<file path="config.mk">
export PLATFORM = sky130hd
export DESIGN_NAME = execute_issue_stage
export DESIGN_NICKNAME = d
export VERILOG_FILES = /design/src/rtl/execute_issue_stage.sv
export SDC_FILE = /design/constraint.sdc
export NUM_CORES = 1
export LEC_CHECK = 0
export BUFFER_PORTS_ARGS = -buffer_cell sky130_fd_sc_hd__buf_2
export CORE_MARGIN = 5
export CORE_UTILIZATION = 35
export DETAILED_ROUTE_END_ITERATION = 6
export SLEW_MARGIN = 20
export SYNTH_ARGS = -nofsm -noshare
export SYNTH_HDL_FRONTEND = slang
export SYNTH_SLANG_ARGS = --single-unit
</file>
<file path="constraint.sdc">
create_clock -name clk -period 5.54 [get_ports clk]
set_input_delay 1.108 -clock clk [delete_from_list [all_inputs] [get_ports clk]]
set_output_delay 1.108 -clock clk [all_outputs]
set_load 0.05 [all_outputs]
</file>
<file path="src/rtl/execute_issue_stage.sv">
// ID/EX register and operand issue: holds one decoded instruction, forwards MEM/WB into ALU operands.
// Latency: one cycle from decode accept to ex_valid; back-to-back issue with no bubble.
// Backpressure: valid/ready both sides; a load-use hazard or ex_ready low holds the entry and deasserts dec_ready.
`ifndef BIT_COUNT
`define BIT_COUNT 32
`endif

package execute_issue_pkg;
  typedef enum logic [3:0] {
    ADD  = 4'd0,
    SUB  = 4'd1,
    AND  = 4'd2,
    OR   = 4'd3,
    XOR  = 4'd4,
    SLL  = 4'd5,
    SRL  = 4'd6,
    SRA  = 4'd7,
    SLT  = 4'd8,
    SLTU = 4'd9
  } aluOperation;
endpackage

module execute_issue_stage
  import execute_issue_pkg::*;
#(
  parameter int DATA_WIDTH = `BIT_COUNT,
  parameter int REG_AW     = 5
) (
  input  logic                  clk,
  input  logic                  reset_n,
  input  logic                  flush,
  input  logic                  dec_valid,
  output logic                  dec_ready,
  input  aluOperation           dec_alu_op,
  input  logic [REG_AW-1:0]     dec_rs1,
  input  logic [REG_AW-1:0]     dec_rs2,
  input  logic [DATA_WIDTH-1:0] dec_rs1_data,
  input  logic [DATA_WIDTH-1:0] dec_rs2_data,
  input  logic [DATA_WIDTH-1:0] dec_imm,
  input  logic [DATA_WIDTH-1:0] dec_pc,
  input  logic                  dec_use_imm,
  input  logic                  dec_use_pc,
  input  logic [REG_AW-1:0]     dec_rd,
  input  logic                  dec_reg_write,
  input  logic                  mem_fwd_valid,
  input  logic                  mem_fwd_is_load,
  input  logic [REG_AW-1:0]     mem_fwd_rd,
  input  logic [DATA_WIDTH-1:0] mem_fwd_data,
  input  logic                  wb_fwd_valid,
  input  logic [REG_AW-1:0]     wb_fwd_rd,
  input  logic [DATA_WIDTH-1:0] wb_fwd_data,
  input  logic                  ex_ready,
  output logic                  ex_valid,
  output aluOperation           ALUOp,
  output logic [DATA_WIDTH-1:0] ALUOpA,
  output logic [DATA_WIDTH-1:0] ALUOpB,
  output logic [REG_AW-1:0]     ex_rd,
  output logic                  ex_reg_write
);

  typedef struct packed {
    aluOperation           alu_op;
    logic [REG_AW-1:0]     rs1;
    logic [REG_AW-1:0]     rs2;
    logic [REG_AW-1:0]     rd;
    logic [DATA_WIDTH-1:0] rs1_data;
    logic [DATA_WIDTH-1:0] rs2_data;
    logic [DATA_WIDTH-1:0] imm;
    logic [DATA_WIDTH-1:0] pc;
    logic                  use_imm;
    logic                  use_pc;
    logic                  reg_write;
  } entry_t;

  typedef enum logic [1:0] {EMPTY, READY, HAZARD} state_t;

  state_t state_q, state_d, state_view;
  entry_t entry_q, entry_d;
  logic   full, hazard, fire, accept;
  logic   wb_hit1, wb_hit2, wb_cap1, wb_cap2;
  logic   mem_hit1, mem_hit2;
  logic [DATA_WIDTH-1:0] rs1_fwd, rs2_fwd;

  // Registered state only tracks occupancy; the hazard overlay is recomputed every cycle.
  always_ff @(posedge clk or negedge reset_n) begin
    if (!reset_n) state_q <= EMPTY;
    else          state_q <= state_d;
  end

  always_comb begin
    state_d    = state_q;
    full       = (state_q != EMPTY);
    hazard     = full & mem_fwd_valid & mem_fwd_is_load & (mem_fwd_rd != '0) &
                 (((mem_fwd_rd == entry_q.rs1) & ~entry_q.use_pc) |
                  ((mem_fwd_rd == entry_q.rs2) & ~entry_q.use_imm));
    state_view = !full ? EMPTY : (hazard ? HAZARD : READY);
    ex_valid   = (state_view == READY);
    fire       = ex_valid & ex_ready;
    dec_ready  = ~full | fire;
    accept     = dec_valid & dec_ready & ~flush;
    if (flush)       state_d = EMPTY;
    else if (accept) state_d = READY;
    else if (fire)   state_d = EMPTY;
  end

  // Capture folds in a same-cycle register-file write so the entry never holds stale data.
  assign wb_cap1 = wb_fwd_valid & (wb_fwd_rd == dec_rs1) & (dec_rs1 != '0);
  assign wb_cap2 = wb_fwd_valid & (wb_fwd_rd == dec_rs2) & (dec_rs2 != '0);

  always_comb begin
    entry_d           = '0;
    entry_d.alu_op    = dec_alu_op;
    entry_d.rs1       = dec_rs1;
    entry_d.rs2       = dec_rs2;
    entry_d.rd        = dec_rd;
    entry_d.rs1_data  = wb_cap1 ? wb_fwd_data : dec_rs1_data;
    entry_d.rs2_data  = wb_cap2 ? wb_fwd_data : dec_rs2_data;
    entry_d.imm       = dec_imm;
    entry_d.pc        = dec_pc;
    entry_d.use_imm   = dec_use_imm;
    entry_d.use_pc    = dec_use_pc;
    entry_d.reg_write = dec_reg_write;
  end

  assign wb_hit1  = wb_fwd_valid & (wb_fwd_rd == entry_q.rs1) & (entry_q.rs1 != '0);
  assign wb_hit2  = wb_fwd_valid & (wb_fwd_rd == entry_q.rs2) & (entry_q.rs2 != '0);
  assign mem_hit1 = mem_fwd_valid & ~mem_fwd_is_load & (mem_fwd_rd == entry_q.rs1) & (entry_q.rs1 != '0);
  assign mem_hit2 = mem_fwd_valid & ~mem_fwd_is_load & (mem_fwd_rd == entry_q.rs2) & (entry_q.rs2 != '0);

  // While held, WB results are absorbed so a producer retiring mid-stall is not lost.
  always_ff @(posedge clk or negedge reset_n) begin
    if (!reset_n) begin
      entry_q <= '0;
    end else if (accept) begin
      entry_q <= entry_d;
    end else if (full && !fire) begin
      if (wb_hit1) entry_q.rs1_data <= wb_fwd_data;
      if (wb_hit2) entry_q.rs2_data <= wb_fwd_data;
    end
  end

  assign rs1_fwd = (entry_q.rs1 == '0) ? '0 :
                   mem_hit1 ? mem_fwd_data :
                   wb_hit1  ? wb_fwd_data  : entry_q.rs1_data;
  assign rs2_fwd = (entry_q.rs2 == '0) ? '0 :
                   mem_hit2 ? mem_fwd_data :
                   wb_hit2  ? wb_fwd_data  : entry_q.rs2_data;

  assign ALUOp        = entry_q.alu_op;
  assign ALUOpA       = entry_q.use_pc  ? entry_q.pc  : rs1_fwd;
  assign ALUOpB       = entry_q.use_imm ? entry_q.imm : rs2_fwd;
  assign ex_rd        = entry_q.rd;
  assign ex_reg_write = entry_q.reg_write;

endmodule

</file>
==> results of run 1 <==
## through the flow
step	setup WS (ns)	instance area (sq um)	util [%]	total power [mW]	hold WS [ns]
floorplan	0.7384	10860	-	2.925	0.4797
global placement	1.048	12590	41.14	3.490	0.4829
detailed placement	1.046	12590	41.14	3.520	0.4888
CTS	1.039	13220	43.22	4.845	0.5061
global route	0.8827	13220	43.23	5.066	0.5224
finish	0.9819	13230	43.24	4.829	0.5031
## critical path, cell delays in order
cell and delay (ns):
buf_2 0.15, xor2_1 0.20, a211oi_4 0.21, buf_4 0.31
and2_2 0.33, buf_4 0.32, a211oi_1 0.16, o21ai_0 0.31
buf_2 0.32
## power by group
part | internal, mW | switching, mW | leakage (nW)
Clock | 0.775 | 0.540 | 0.305
Sequential | 1.31 | 0.0990 | 1.72
Combinational | 0.673 | 1.43 | 4.23
## placed cells by master (no fill, tap or decap), types with 30 or more instances in the layout
cell / Yosys / routed
a211oi_1: 66 / 64
mux2_4: 40 / 40
inv_1: 96 / 96
nand2_1: 68 / 68
o31ai_1: 60 / 60
dfrtp_1: 151 / 149
a41oi_1: 30 / 30
a22o_1: 31 / 31
o41a_1: 30 / 30
o21ai_0: 107 / 107
mux2_2: 78 / 78
mux2i_1: 32 / 32
a21o_1: 32 / 32
a22oi_1: 30 / 30
a21oi_1: 97 / 95
buf_2: 26 / 306
## state kept, by name, indices dropped and copies added (netlist names)
signal        flops
state_q           1
ex_rd             5
ex_reg_write      1
ALUOp             4
entry_q         140
## logic make-up (layout without fill, tap and decap cells)
group | after synthesis | after routing | synth area share (%)
AO/OA/AOI/OAI | 523 | 523 | 32.84
XOR/XNOR | 28 | 28 | 2.258
buffers and inverters | 232 | 456 | 9.402
flip-flops | 151 | 151 | 34.80
multiplexers | 150 | 150 | 16.57
other | 0 | 2 | 0
AND/OR/NAND/NOR | 100 | 100 | 4.136
## layout make-up
class	instances	area share [%]
clock inverters	13	1.457
flip-flops and latches	151	28.59
diodes	2	0.03784
inverters	96	2.724
multi-input cells	801	47.05
clock buffers	19	3.349
repair buffers	328	13.05
well taps	396	3.746
## how the worst min path moves through the flow
stage	cells after the start	endpoint	from
detailed placement	1	ALUOp[2]$_DFFE_PN0P_	ALUOp[2]$_DFFE_PN0P_
CTS	1	ALUOp[2]$_DFFE_PN0P_	ALUOp[2]$_DFFE_PN0P_
global placement	1	ex_reg_write$_DFFE_PN0P_	ex_reg_write$_DFFE_PN0P_
finish	1	ALUOp[2]$_DFFE_PN0P_	ALUOp[2]$_DFFE_PN0P_
floorplan	1	entry_q[34]$_DFFE_PN0P_	entry_q[34]$_DFFE_PN0P_
global route	1	entry_q[34]$_DFFE_PN0P_	entry_q[34]$_DFFE_PN0P_
## layer usage
metal,vias up,GRT usage [%],wire (um)
met1,5314,32.29,18420
met4,4,8.307,1228
met5,-,0,26
met3,96,5.932,3884
li1,4817,-,-
met2,590,39.12,20220
==> out/metrics.yaml, run 1 <==
outcome:
  status: "finished, final reports clean"
clock_network:
  cts_tree: "built"
  h-tree-depth: 4
  post_cts.repair.setup_buffers: 0
  clkTransAtPathRegs_ns: 0.07
  cts_buffers: 17
  holdBufCountCts: 0
  cts_resized: 0
  clock_latency_ns: 0.43
  cts_root_buf: "clkbuf_16"
  clock_path_buffers: 2
  cts_sinks: 151
synth:
  synth_common_cells: "151 x dfrtp_1, 107 x o21ai_0, 97 x a21oi_1"
  synthArstFlopShare_pct: 100.0
  yosysTopAreaCellShare_pct: 34.80
  syn-mean-instance-area_sq_um: 9.172
  syn_nets: 1416
  synth-seq-cells: 151
  seq_area_frac_synth_pct: 34.80
  synthMostInstantiatedCell: "dfrtp_1"
  synthCells: 1184
  yosysWarnings: 0
  ys_top_cells_by_area: "dfrtp_1 35%, mux2_2 8.1%, mux2_4 5.5%, o21ai_0 4.9%, a211oi_1 4.6%"
  syn-cell-area_sq_mm: 0.01086
  synth_edf_count: 0
  synth_ff_type: "dfrtp_1"
  synth_area_leader_cell: "dfrtp_1"
  ys_types: 48
final_layout:
  fin_cells: 1806
  fin_nets: 1627
  multi_input_area_sq_mm: 0.006223
  seqCellArea_sq_mm: 0.003781
  n_fill_cell: 3043
  drive_above_1_share_pct: 35.80
  area_delta_synth_final_pct: 21.80
global_routing:
  grt_max_degree: 97
  grt_pass1_vias: 10990
  grt_pass1_wl_um: 64680
  gr-total-overflow: 0
  antenna_found_initial: 6
  track_usage_pct: 24.35
die:
  start_util_pct: 35.50
  coreArea_sq_mm: 0.03059
  die_w_um: 186.1
  row_count: 64
  die_area_sq_mm: 0.03465
  die_y_um: 186.1
  num_io_pins: 308
timing:
  max_freq_mhz: 219.4
  worst_pin_slew_ns: 1.174
  max-slew-margin-rel_pct: 21.71
  fin_crit_ns: 4.558
  slew_viol_final: 0
  hold_violations: 0
  fin_tns_setup_ns: 0
  rsz0062_at_grt: "false"
  final.setup_skew_ns: 0.01730
  finalCritPeriodShare_pct: 82.28
  finalSetupViolCount: 0
run:
  maxCapViolCount: 0
drt:
  drt_pass1_iterations: 5
  drtIter0Drc: 933
  viasPerCell: 5.992
  drc_errors: 0
  vias: 10820
  wl_um: 43790
  ant_nets: 0
  wl_per_cell_um: 24.24
placement:
  dp_cells: 1772
  dp_hpwl_um: 28770
  numPortBuffers: 307
  routabilityCongestion: 0.8549
worst_setup_path:
  startpoint: "wb_fwd_rd[1]"
  reg2reg_slack_ns: 2.77
  arrival_ns: 3.45
  crit_type: "input pin to primary output"
  reg2reg_to: "entry_q[15]$_DFFE_PN0P_"
  r2r-start: "entry_q[142]$_DFFE_PN0P_"
  cp_max_fo: 22
  endpoint_kind: "primary output"
  ff2ff_path_depth: 6
  start_kind: "input pin"
  required_ns: 4.43
  crit_end: "ALUOpB[27]"
pwr:
  irDropWorstVdd_uv: 200.7
  p_leak_nw: 6.256
  powerDensity_mw_per_mm2: 365.1
worst_hold_path:
  worst_hold_path_type: "register to register"
(Power assumes the default switching activity.)
==> run 2, diff against run 1 <==
- ABC_AREA: not set -> 1
- clock period: 5.54 -> 4.6 ns (I/O delays scaled with it)
==> out/metrics.yaml, run 2 <==
outcome:
  status: "finished, final reports clean"
pwr:
  internal_power_mw: 2.879
  switching_share_pct: 42.90
  irDropWorstVdd_uv: 214.8
  clock_power_share_pct: 29.5
  comb_power_share_pct: 37.1
  p_leak_nw: 6.293
  powerDensity_mw_per_mm2: 420.5
  switchingPower_mw: 2.163
  finalPower_mw: 5.042
  pwr-share-seq_pct: 33.4
global_routing:
  track_usage_pct: 25.58
  antenna_found_initial: 9
  grt_max_degree: 180
  gr-total-overflow: 0
  grt_pass1_vias: 10920
  grt_pass1_wl_um: 62630
timing:
  finalCritPeriodShare_pct: 88.00
  slew_viol_final: 0
  worst_pin_slew_ns: 1.067
  fin_crit_ns: 4.048
  max_freq_mhz: 247.0
  fin_tns_setup_ns: 0
  rsz0062_at_grt: "false"
  finalSetupViolCount: 0
  max-slew-margin-rel_pct: 28.87
  final.setup_skew_ns: 0.01353
  hold_violations: 0
drt:
  wl_um: 41150
  maxUsedRoutingLayer: "met5"
  drt_pass1_iterations: 6
  drc_errors: 0
  route.met2.wl_um: 18540
  wl_per_cell_um: 19.76
  ant_nets: 0
  drt-met1-wl_um: 17740
  dr_wl_met3_um: 3728
  drtIter0Drc: 1301
  vias: 11450
  viasPerCell: 5.496
worst_setup_path:
  slowest_stage: "nand2_2"
  ff2ff_path_depth: 10
  crit_top_cell: "buf_2"
  reg2reg_slack_ns: 1.87
  r2r-start: "entry_q[1]$_DFFE_PN0P_"
  endpoint_kind: "primary output"
  crit_chain: "buf_2 > inv_1 > o22ai_1 > nor3_1 > nand2_2 > buf_4 > o21ai_0 > nor2_1 > o21ai_1 > buf_2"
  crit_type: "input pin to primary output"
  required_ns: 3.68
  start_kind: "input pin"
  reg2reg_to: "entry_q[37]$_DFFE_PN0P_"
  slowest_delay_ns: 0.44
  arrival_ns: 3.13
  cp_max_fo: 32
clock_network:
  cts_buffers: 17
  cts_resized: 0
  clkTransAtPathRegs_ns: 0.07
  cts_sinks: 151
  clock_latency_ns: 0.43
  cts_tree: "built"
  holdBufCountCts: 0
  cts_root_buf: "clkbuf_16"
  post_cts.repair.setup_buffers: 0
  h-tree-depth: 4
  clock_path_buffers: 2
die:
  num_io_pins: 308
  die_w_um: 176.6
  die_area_sq_mm: 0.03119
  row_count: 61
  coreArea_sq_mm: 0.02763
  start_util_pct: 35.16
  die_y_um: 176.6
synth:
  synth_common_cells: "406 x nand2_1, 349 x nand3_1, 196 x o21ai_0"
  synthMostInstantiatedCell: "nand2_1"
  synth_ff_type: "dfrtp_1"
  yosysWarnings: 0
  syn-mean-instance-area_sq_um: 6.631
  ys_top_cells_by_area: "dfrtp_1 39%, nand3_1 18%, nand2_1 16%, o21ai_0 10%, o21ai_1 3.2%"
  synth_area_leader_cell: "dfrtp_1"
  ys_types: 26
  synth_edf_count: 0
  seq_area_frac_synth_pct: 38.90
  syn_nets: 1697
  syn-cell-area_sq_mm: 0.009714
  synthCells: 1465
  synthArstFlopShare_pct: 100.0
  synth-seq-cells: 151
  yosysTopAreaCellShare_pct: 38.90
final_layout:
  layout_common_cells: "402 x nand2_1, 349 x nand3_1, 306 x buf_2"
  final_common_cell: "nand2_1"
  regMostFlops: "entry_q"
  fin_cells: 2083
  drive_above_1_share_pct: 22.01
  fin_nets: 1918
  largest_reg_flops: 140
  area_delta_synth_final_pct: 23.44
worst_hold_path:
  holdPathEnd: "ex_rd[3]$_DFFE_PN0P_"
  worst_hold_path_type: "register to register"
  whs_path_depth: 2
  min_from: "ex_rd[3]$_DFFE_PN0P_"
run:
  maxCapViolCount: 0
placement:
  routabilityCongestion: 1.014
  numPortBuffers: 307
  dp_hpwl_um: 27500
  dp_cells: 2045
-- run 2: changes by cell type in the layout (fill, tap and decap cells not counted), sizes merged, moves of 32 or more --
cell / delta
a21oi: -93
a211oi: -66
inv: -33
mux2i: -32
o31ai: -60
o21ai: +130
mux2: -118
nor2: +69
nand2: +341
nand3: +345
a21o: -32
-- run 2: layout make-up --
type / count / area, sq um
diodes: 6 / 15.01
clock buffers: 19 / 442.9
clock inverters: 13 / 161.4
fillers: 3034 / 15640
inverters: 61 / 229.0
multi-input cells: 1126 / 5145
flip-flops and latches: 151 / 3780
well taps: 378 / 473.0
repair buffers: 329 / 1745
-- run 2: per-stage QoR --
stage	hold slack [ns]	setup WS (ns)	util, %	cell area, sq um
floorplan	0.4417	0.7313	-	9714
global placement	0.4483	0.6002	41.16	11370
detailed placement	0.4565	0.5822	41.16	11370
CTS	0.4727	0.5682	43.35	11980
global route	0.4883	0.3194	43.38	11990
finish	0.4678	0.5519	43.40	11990
-- run 2: cell families after synthesis --
kind of cell	count (synthesis)	share of synthesized area [%]
simple gates	846	37.62
compound gates	269	13.97
buf+inv	188	8.514
flops	151	38.90
xor+xnor	11	0.9917
-- run 2: how the worst max path moves through the flow --
stage | to | slack, ns | from
after floorplan | ALUOpB[31] | 0.73 | wb_fwd_rd[3]
after global placement | ALUOpB[19] | 0.60 | wb_fwd_rd[3]
after detailed placement | ALUOpB[18] | 0.58 | wb_fwd_rd[3]
after CTS | ALUOpB[18] | 0.57 | wb_fwd_rd[3]
after global routing | ALUOpB[23] | 0.32 | wb_fwd_rd[3]
final | ALUOpB[18] | 0.55 | wb_fwd_rd[3]
-- run 2: worst max-delay path: cells and delay by family --
kind	cells	cell delay (ns)
buf+inv	4	0.93
simple gates	3	0.74
compound gates	3	0.52
-- run 2: routing by layer --
metal | vias up | global-route usage [%]
li1 | 5333 | -
met1 | 5415 | 36.31
met2 | 617 | 39.45
met3 | 75 | 4.989
met4 | 8 | 8.092
met5 | - | 0
-- run 2: power groups by stage --
| stage | sequential [mW] | combinational [mW] | clock (mW) |
|---|---|---|---|
| floorplan | 1.67 | 1.32 | 0 |
| global placement | 1.70 | 1.85 | 0 |
| detailed placement | 1.70 | 1.86 | 0 |
| CTS | 1.68 | 1.87 | 1.51 |
| global route | 1.71 | 2.03 | 1.56 |
| finish | 1.68 | 1.87 | 1.49 |
